### config.mk
export PLATFORM = sky130hd
export DESIGN_NAME = adc_channel_averager
export DESIGN_NICKNAME = d
export VERILOG_FILES = /design/src/rtl/adc_channel_averager.sv
export SDC_FILE = /design/constraint.sdc
export NUM_CORES = 1
export LEC_CHECK = 0
export ABC_CLOCK_PERIOD_IN_PS = 40500
export BUFFER_PORTS_ARGS = -buffer_cell sky130_fd_sc_hd__buf_2
export CAP_MARGIN = 10
export CORE_ASPECT_RATIO = 1.5
export CORE_MARGIN = 2
export CORE_UTILIZATION = 25
export CTS_CLUSTER_DIAMETER = 60
export DETAILED_ROUTE_END_ITERATION = 10
export GPL_TIMING_DRIVEN = 1
export HOLD_SLACK_MARGIN = 0.08
export PLACE_DENSITY_LB_ADDON = 0.05
export SYNTH_ARGS = -nofsm -noshare
export SYNTH_HDL_FRONTEND = slang
export SYNTH_SLANG_ARGS = --single-unit
### constraint.sdc
create_clock -name clock -period 40.5 [get_ports clock]
set_clock_uncertainty 0.1 [all_clocks]
set_input_delay 8.1 -clock clock [delete_from_list [all_inputs] [get_ports clock]]
set_output_delay 8.1 -clock clock [all_outputs]
set_load 0.005 [all_outputs]
### src/rtl/adc_channel_averager.sv
// rtl/adc_channel_averager.sv - periodic snapshot of the ADC channel bus with per-channel EMA, streamed out one channel per beat
// Optional feature macro: ADC_FILT_ALARM_EN (per-channel threshold alarm on the filtered value)
module adc_channel_averager #(
  parameter int NUM_CH     = 13,
  parameter int SHIFT      = 3,
  parameter int SAMPLE_DIV = 79300
`ifdef ADC_FILT_ALARM_EN
  , parameter int ALARM_LEVEL = 3000
`endif
) (
  input  logic                 clock,
  input  logic                 rst,
  input  logic [NUM_CH*12-1:0] ch_bus,
  output logic                 out_valid,
  input  logic                 out_ready,
  output logic [3:0]           out_ch,
  output logic [11:0]          out_data,
  output logic                 sweep_done,
  output logic                 overrun
`ifdef ADC_FILT_ALARM_EN
  , output logic [NUM_CH-1:0]  alarm
`endif
);
  localparam int AW = 12 + SHIFT;
  localparam int CW = (SAMPLE_DIV > 1) ? $clog2(SAMPLE_DIV) : 1;
  localparam logic [3:0] LAST = 4'(NUM_CH - 1);

  typedef enum logic [1:0] {IDLE, CAPTURE, FILTER, EMIT} state_t;
  state_t state, state_next;

  logic [CW-1:0]        cnt;
  logic                 tick;
  logic [NUM_CH*12-1:0] snap;
  logic [AW-1:0]        acc [NUM_CH];
  logic [3:0]           idx;
  logic                 init;
  logic [11:0]          x;
  logic [AW-1:0]        acc_cur;
  logic [AW-1:0]        acc_new;
  logic                 hs;

  assign tick = (cnt == CW'(SAMPLE_DIV - 1));

  always_ff @(posedge clock or posedge rst) begin
    if (rst)       cnt <= '0;
    else if (tick) cnt <= '0;
    else           cnt <= cnt + CW'(1);
  end

  always_ff @(posedge clock or posedge rst) begin
    if (rst) state <= IDLE;
    else     state <= state_next;
  end

  always_comb begin
    state_next = state;
    out_valid  = 1'b0;
    out_ch     = 4'd0;
    out_data   = 12'd0;
    hs         = 1'b0;
    case (state)
      IDLE:    if (tick) state_next = CAPTURE;
      CAPTURE: state_next = FILTER;
      FILTER:  if (idx == LAST) state_next = EMIT;
      EMIT: begin
        // Outputs come only from registered state, so ready never feeds valid
        out_valid = 1'b1;
        out_ch    = idx;
        out_data  = 12'(acc_cur >> SHIFT);
        hs        = out_ready;
        if (out_ready && idx == LAST) state_next = IDLE;
      end
      default: state_next = IDLE;
    endcase
  end

  assign x       = snap[idx*12 +: 12];
  assign acc_cur = acc[idx];
  // Steady-state update stays within 4095<<SHIFT, so no saturation is needed
  assign acc_new = init ? (AW'(x) << SHIFT) : (acc_cur - (acc_cur >> SHIFT) + AW'(x));

  always_ff @(posedge clock or posedge rst) begin
    if (rst) begin
      snap       <= '0;
      idx        <= 4'd0;
      init       <= 1'b1;
      sweep_done <= 1'b0;
      overrun    <= 1'b0;
      for (int i = 0; i < NUM_CH; i++) acc[i] <= '0;
    end else begin
      sweep_done <= 1'b0;
      if (tick && state != IDLE) overrun <= 1'b1;
      case (state)
        CAPTURE: begin
          snap <= ch_bus;
          idx  <= 4'd0;
        end
        FILTER: begin
          acc[idx] <= acc_new;
          if (idx == LAST) begin
            idx  <= 4'd0;
            init <= 1'b0;
          end else begin
            idx <= idx + 4'd1;
          end
        end
        EMIT: begin
          if (hs) begin
            if (idx == LAST) begin
              idx        <= 4'd0;
              sweep_done <= 1'b1;
            end else begin
              idx <= idx + 4'd1;
            end
          end
        end
        default: ;
      endcase
    end
  end

`ifdef ADC_FILT_ALARM_EN
  logic [11:0] new_out;
  assign new_out = 12'(acc_new >> SHIFT);

  always_ff @(posedge clock or posedge rst) begin
    if (rst)                 alarm <= '0;
    else if (state == FILTER) alarm[idx] <= (new_out >= 12'(ALARM_LEVEL));
  end
`endif

endmodule
==> qor.log <==
qor: final_layout.layout-drive-gt1-share 0.306
qor: logic_synthesis.ys_top_cells_by_count 376 x dfrtp_1, 183 x nand2_1, 166 x mux2_2
qor: place.placed_area 20,800 µm²
qor: critical_path.path_delay_family multiplexers
qor: logic_synthesis.synthesis.area 18,900 µm²
qor: status.status completed
qor: drt.wl_met3 3250 µm
qor: drt.via_per_inst 4.73
qor: critical_path.critPathRequiredTime 32.30 ns
qor: power.power.share.combinational 0.020
qor: drt.drc_errors 0
qor: power.leakage 10.5 nW
qor: drt.dr_wl_cell 22.8 µm
qor: critical_path.number_of_cells_on_the_critical_path 6
qor: place.detailed_place_hpwl 42,700 µm
qor: power.internal_power 0.633 mW
qor: critical_path.critical_path.max_fanout 40
qor: logic_synthesis.area_fraction_in_and_or_nand_and_nor_cells_after_synthesis 0.0873
qor: power.power.switching 0.185 mW
qor: critical_path.setup.worst_path.end_class output pin
qor: critical_path.timing.critical_path.from idx[0]$_DFFE_PP0P_
qor: sta.setup_viol_count_final 0
qor: floorplanning.core_area 74,900 µm²
qor: flow_run.timing.max_cap.violations 0
qor: final_layout.num-nets-final 1,954
qor: logic_synthesis.synth_cell_types 63
qor: global_route.global_route.overflow_total 0
qor: sta.final.period_utilization 0.301
qor: logic_synthesis.nets_in_the_synthesized_netlist 1,820
qor: logic_synthesis.synth_area_leader_cell dfrtp_1
qor: logic_synthesis.netlist.area_leader.share 0.497
qor: final_layout.finish.cell_count_without_fillers 2,796
qor: final_layout.postLayoutCoreUtil 0.298
qor: clock_tree.post_cts.resized_instances 0
qor: logic_synthesis.synth_area_in_compound_gates 0.109
qor: clock_tree.clock_buffer_count_from_cts 46
qor: logic_synthesis.synth_fa_ha_area_frac 0.0292
qor: power.power-per-cell-area 36.6 nW/µm²
qor: global_route.first_pass_grt_wire_length 96,100 µm
qor: drt.route.layer.met1.wl 26,500 µm
qor: power.seqPwrFrac 0.460
qor: place.dpl_worst_slack 28.69 ns
qor: clock_tree.numClockSinks 377
qor: global_route.antenna_violations_before_repair 12
qor: logic_synthesis.syn_avg_cell_area 11.7 µm²
qor: logic_synthesis.synthFlopType dfrtp_1
qor: hold_path.worstHoldPathType reg -> reg
qor: drt.dr_wl_met2 32,200 µm
qor: clock_tree.clk_pin_slew 0.06 ns
qor: logic_synthesis.part_of_the_yosys_area_used_for_sequential_elements 0.498
qor: logic_synthesis.ys_warnings 0
qor: drt.top_layer_used met5
qor: clock_tree.clock_insertion_delay_worst_skew 0.61 ns
qor: logic_synthesis.yosys.cell_count.top_type dfrtp_1
qor: clock_tree.htree_num_levels 2
qor: final_layout.seq_area 9440 µm²
qor: place.globalplace.congestion 0.723
qor: power.pwr-share-clk 0.520
qor: sta.slew_headroom 0.196
qor: global_route.grt_usage 0.165
qor: critical_path.r2r_end acc[132]$_DFFE_PP0P_
qor: critical_path.max_stage_delay_cell_worst_path dfrtp_4
qor: final_layout.layout_overhead_on_the_synthesized_area 18.1%
qor: critical_path.worstSetupPathType reg -> out
qor: sta.holdWs 0.376 ns
qor: critical_path.reg2reg_from idx[0]$_DFFE_PP0P_
qor: floorplanning.io-pin-count 178
qor: drt.wl 63,600 µm
qor: clock_tree.clock_tree.buffer_depth 3
qor: critical_path.cp.arrival 4.00 ns
qor: critical_path.setup.reg_to_reg.worst_slack 34.05 ns
qor: clock_tree.ctsHoldBuffers 0
qor: critical_path.crit_buf_inv 2
qor: logic_synthesis.ys_top_cells_by_area dfrtp_1 50%, mux2_2 9.9%, mux4_2 8.1%
qor: critical_path.worstSetupStartpointType flop
qor: floorplanning.std_cell_rows 123
qor: critical_path.crit_path_max_incr_delay 0.79 ns
qor: sta.final-max-slew-violation-count 0
qor: place.numPlacedInstances 2,710
qor: sta.tightest_slew 1.20 ns
qor: critical_path.worstRegToRegCells 15
qor: logic_synthesis.synth-edff-count 0
qor: drt.route.vias.total 13,200
qor: final_layout.multiInputGateArea 8760 µm²
qor: drt.drt_pass1_iterations 5
qor: drt.final_antenna_net_count 0
qor: floorplanning.initial_utilization 0.253
qor: sta.post-route-worst-setup-slack 28.30 ns
qor: clock_tree.postCtsSetupBuffers 0
qor: sta.period_needed 12.20 ns
qor: floorplanning.dieArea 78,000 µm²
qor: logic_synthesis.synth_xor_xnor_area_share 0.0125
qor: sta.fin_setup_tns 0 ns
qor: floorplanning.die_h 341 µm
qor: place.port-buffer-count 177
qor: power.ir_drop 29.2 µV
qor: drt.dr.first_iter.drc_count 880
qor: clock_tree.tritoncts built
qor: critical_path.worstPathCellList buf_4 > mux4_2 > mux2i_1 > o21ai_0 > and2_1 > buf_2
qor: logic_synthesis.synthMuxAreaShare 0.222
qor: sta.finalHoldViolations 0
qor: logic_synthesis.synth_seq_cells 377
qor: logic_synthesis.dominant_combinational_cell_family_by_area_after_synthesis multiplexers
qor: critical_path.crit_path_end out_data[9]
qor: power.total_power 0.819 mW
qor: sta.rsz0062_at_grt no
qor: sta.maxClockFrequency 81.9 MHz
qor: logic_synthesis.ys_async_sr_fraction 1.00
qor: global_route.number_of_global_route_vias_before_repair 14,100
qor: clock_tree.cts_root_buf clkbuf_16
qor: logic_synthesis.synth_cells 1,624
qor: power.power.switching_fraction 0.226
qor: floorplanning.chipWidth 229 µm
qor: global_route.largest_net_degree_at_the_start_of_global_routing 118
qor: final_layout.post-route-cell-area 22,400 µm²
qor: final_layout.final.fill_count 7,768
-- power by group through the flow --
stage               clock (mW)  combinational, mW  sequential [mW]
global route             0.456             0.0190            0.376
global placement             0             0.0173            0.384
detailed placement           0             0.0174            0.384
CTS                      0.443             0.0174            0.377
finish                   0.426             0.0163            0.377
floorplan                    0            0.00558            0.384
-- metal layers --
| layer | vias to the layer above | global-route usage |
|---|---|---|
| li1 | 6118 | - |
| met1 | 6688 | 0.201 |
| met2 | 309 | 0.292 |
| met3 | 95 | 0.0381 |
| met4 | 18 | 0.0464 |
| met5 | - | 0 |
-- cell usage in the layout (no fill, tap or decap), types with 5 or more instances in the layout --
cell	synthesis	routed
o21ai_0	148	143
o31ai_1	29	29
a31oi_1	15	14
and3_1	8	8
a221oi_1	10	10
nand3_1	13	13
ha_1	25	24
xnor2_1	15	15
clkbuf_16	0	47
nand4_1	8	8
mux2_2	166	166
nand2_1	183	183
mux2i_1	56	56
clkinv_2	0	5
mux4_1	8	8
nor2_1	116	116
clkbuf_1	83	12
o31ai_2	10	10
a22oi_1	68	68
dfrtp_1	376	373
nand2b_1	14	14
inv_1	50	49
a21oi_1	13	13
clkbuf_8	0	10
buf_2	23	177
fa_1	12	12
mux4_2	68	68
xor2_1	12	12
nor3_1	7	7
a21o_1	8	8
and2_1	17	17
buf_4	7	38
-- kinds of logic (layout without fill, tap and decap cells) --
logic type      Yosys count  count (layout)
simple gates            383             383
flops                   377             377
compound gates          320             320
mux                     300             300
buf+inv                 180             348
fa+ha+maj                37              37
xor+xnor                 27              27
other cells               0               4
-- flip-flops by register name, indices dropped and copies added, names as in the netlist --
signal      count
sweep_done      1
acc           195
state           2
snap          156
init            1
cnt            17
overrun         1
idx             4
-- cell type report --
type                    count  share of cell area
flip-flops and latches    377               0.422
multi-input cells        1067               0.392
clock buffers              69              0.0608
well taps                1000              0.0559
repair buffers            215              0.0524
inverters                  51             0.00889
clock inverters            13             0.00772
diodes                      4            0.000448
-- worst min path at each step --
| stage | startpoint | to | cells after the start |
|---|---|---|---|
| after floorplan | acc[100]$_DFFE_PP0P_ | acc[100]$_DFFE_PP0P_ | 2 |
| after global placement | acc[153]$_DFFE_PP0P_ | acc[153]$_DFFE_PP0P_ | 2 |
| after detailed placement | acc[160]$_DFFE_PP0P_ | acc[160]$_DFFE_PP0P_ | 2 |
| after CTS | acc[160]$_DFFE_PP0P_ | acc[160]$_DFFE_PP0P_ | 2 |
| after global routing | acc[22]$_DFFE_PP0P_ | acc[22]$_DFFE_PP0P_ | 2 |
| final | acc[95]$_DFFE_PP0P_ | acc[95]$_DFFE_PP0P_ | 2 |
-- worst register-to-register path, cell delays in order (launching register included) --
cell and delay [ns]:
dfrtp_4 0.79, buf_4 0.79, mux4_1 0.83, mux2i_1 0.30
nor2_1 0.08, a221oi_1 0.84, fa_1 0.56, inv_1 0.08
ha_1 0.31, a21o_1 0.23, a221o_1 0.32, a31o_2 0.26
a2111oi_0 0.41, a41oi_1 0.08, buf_4 0.22, a31oi_1 0.17
Note: power is estimated with default switching activity, not from simulation.
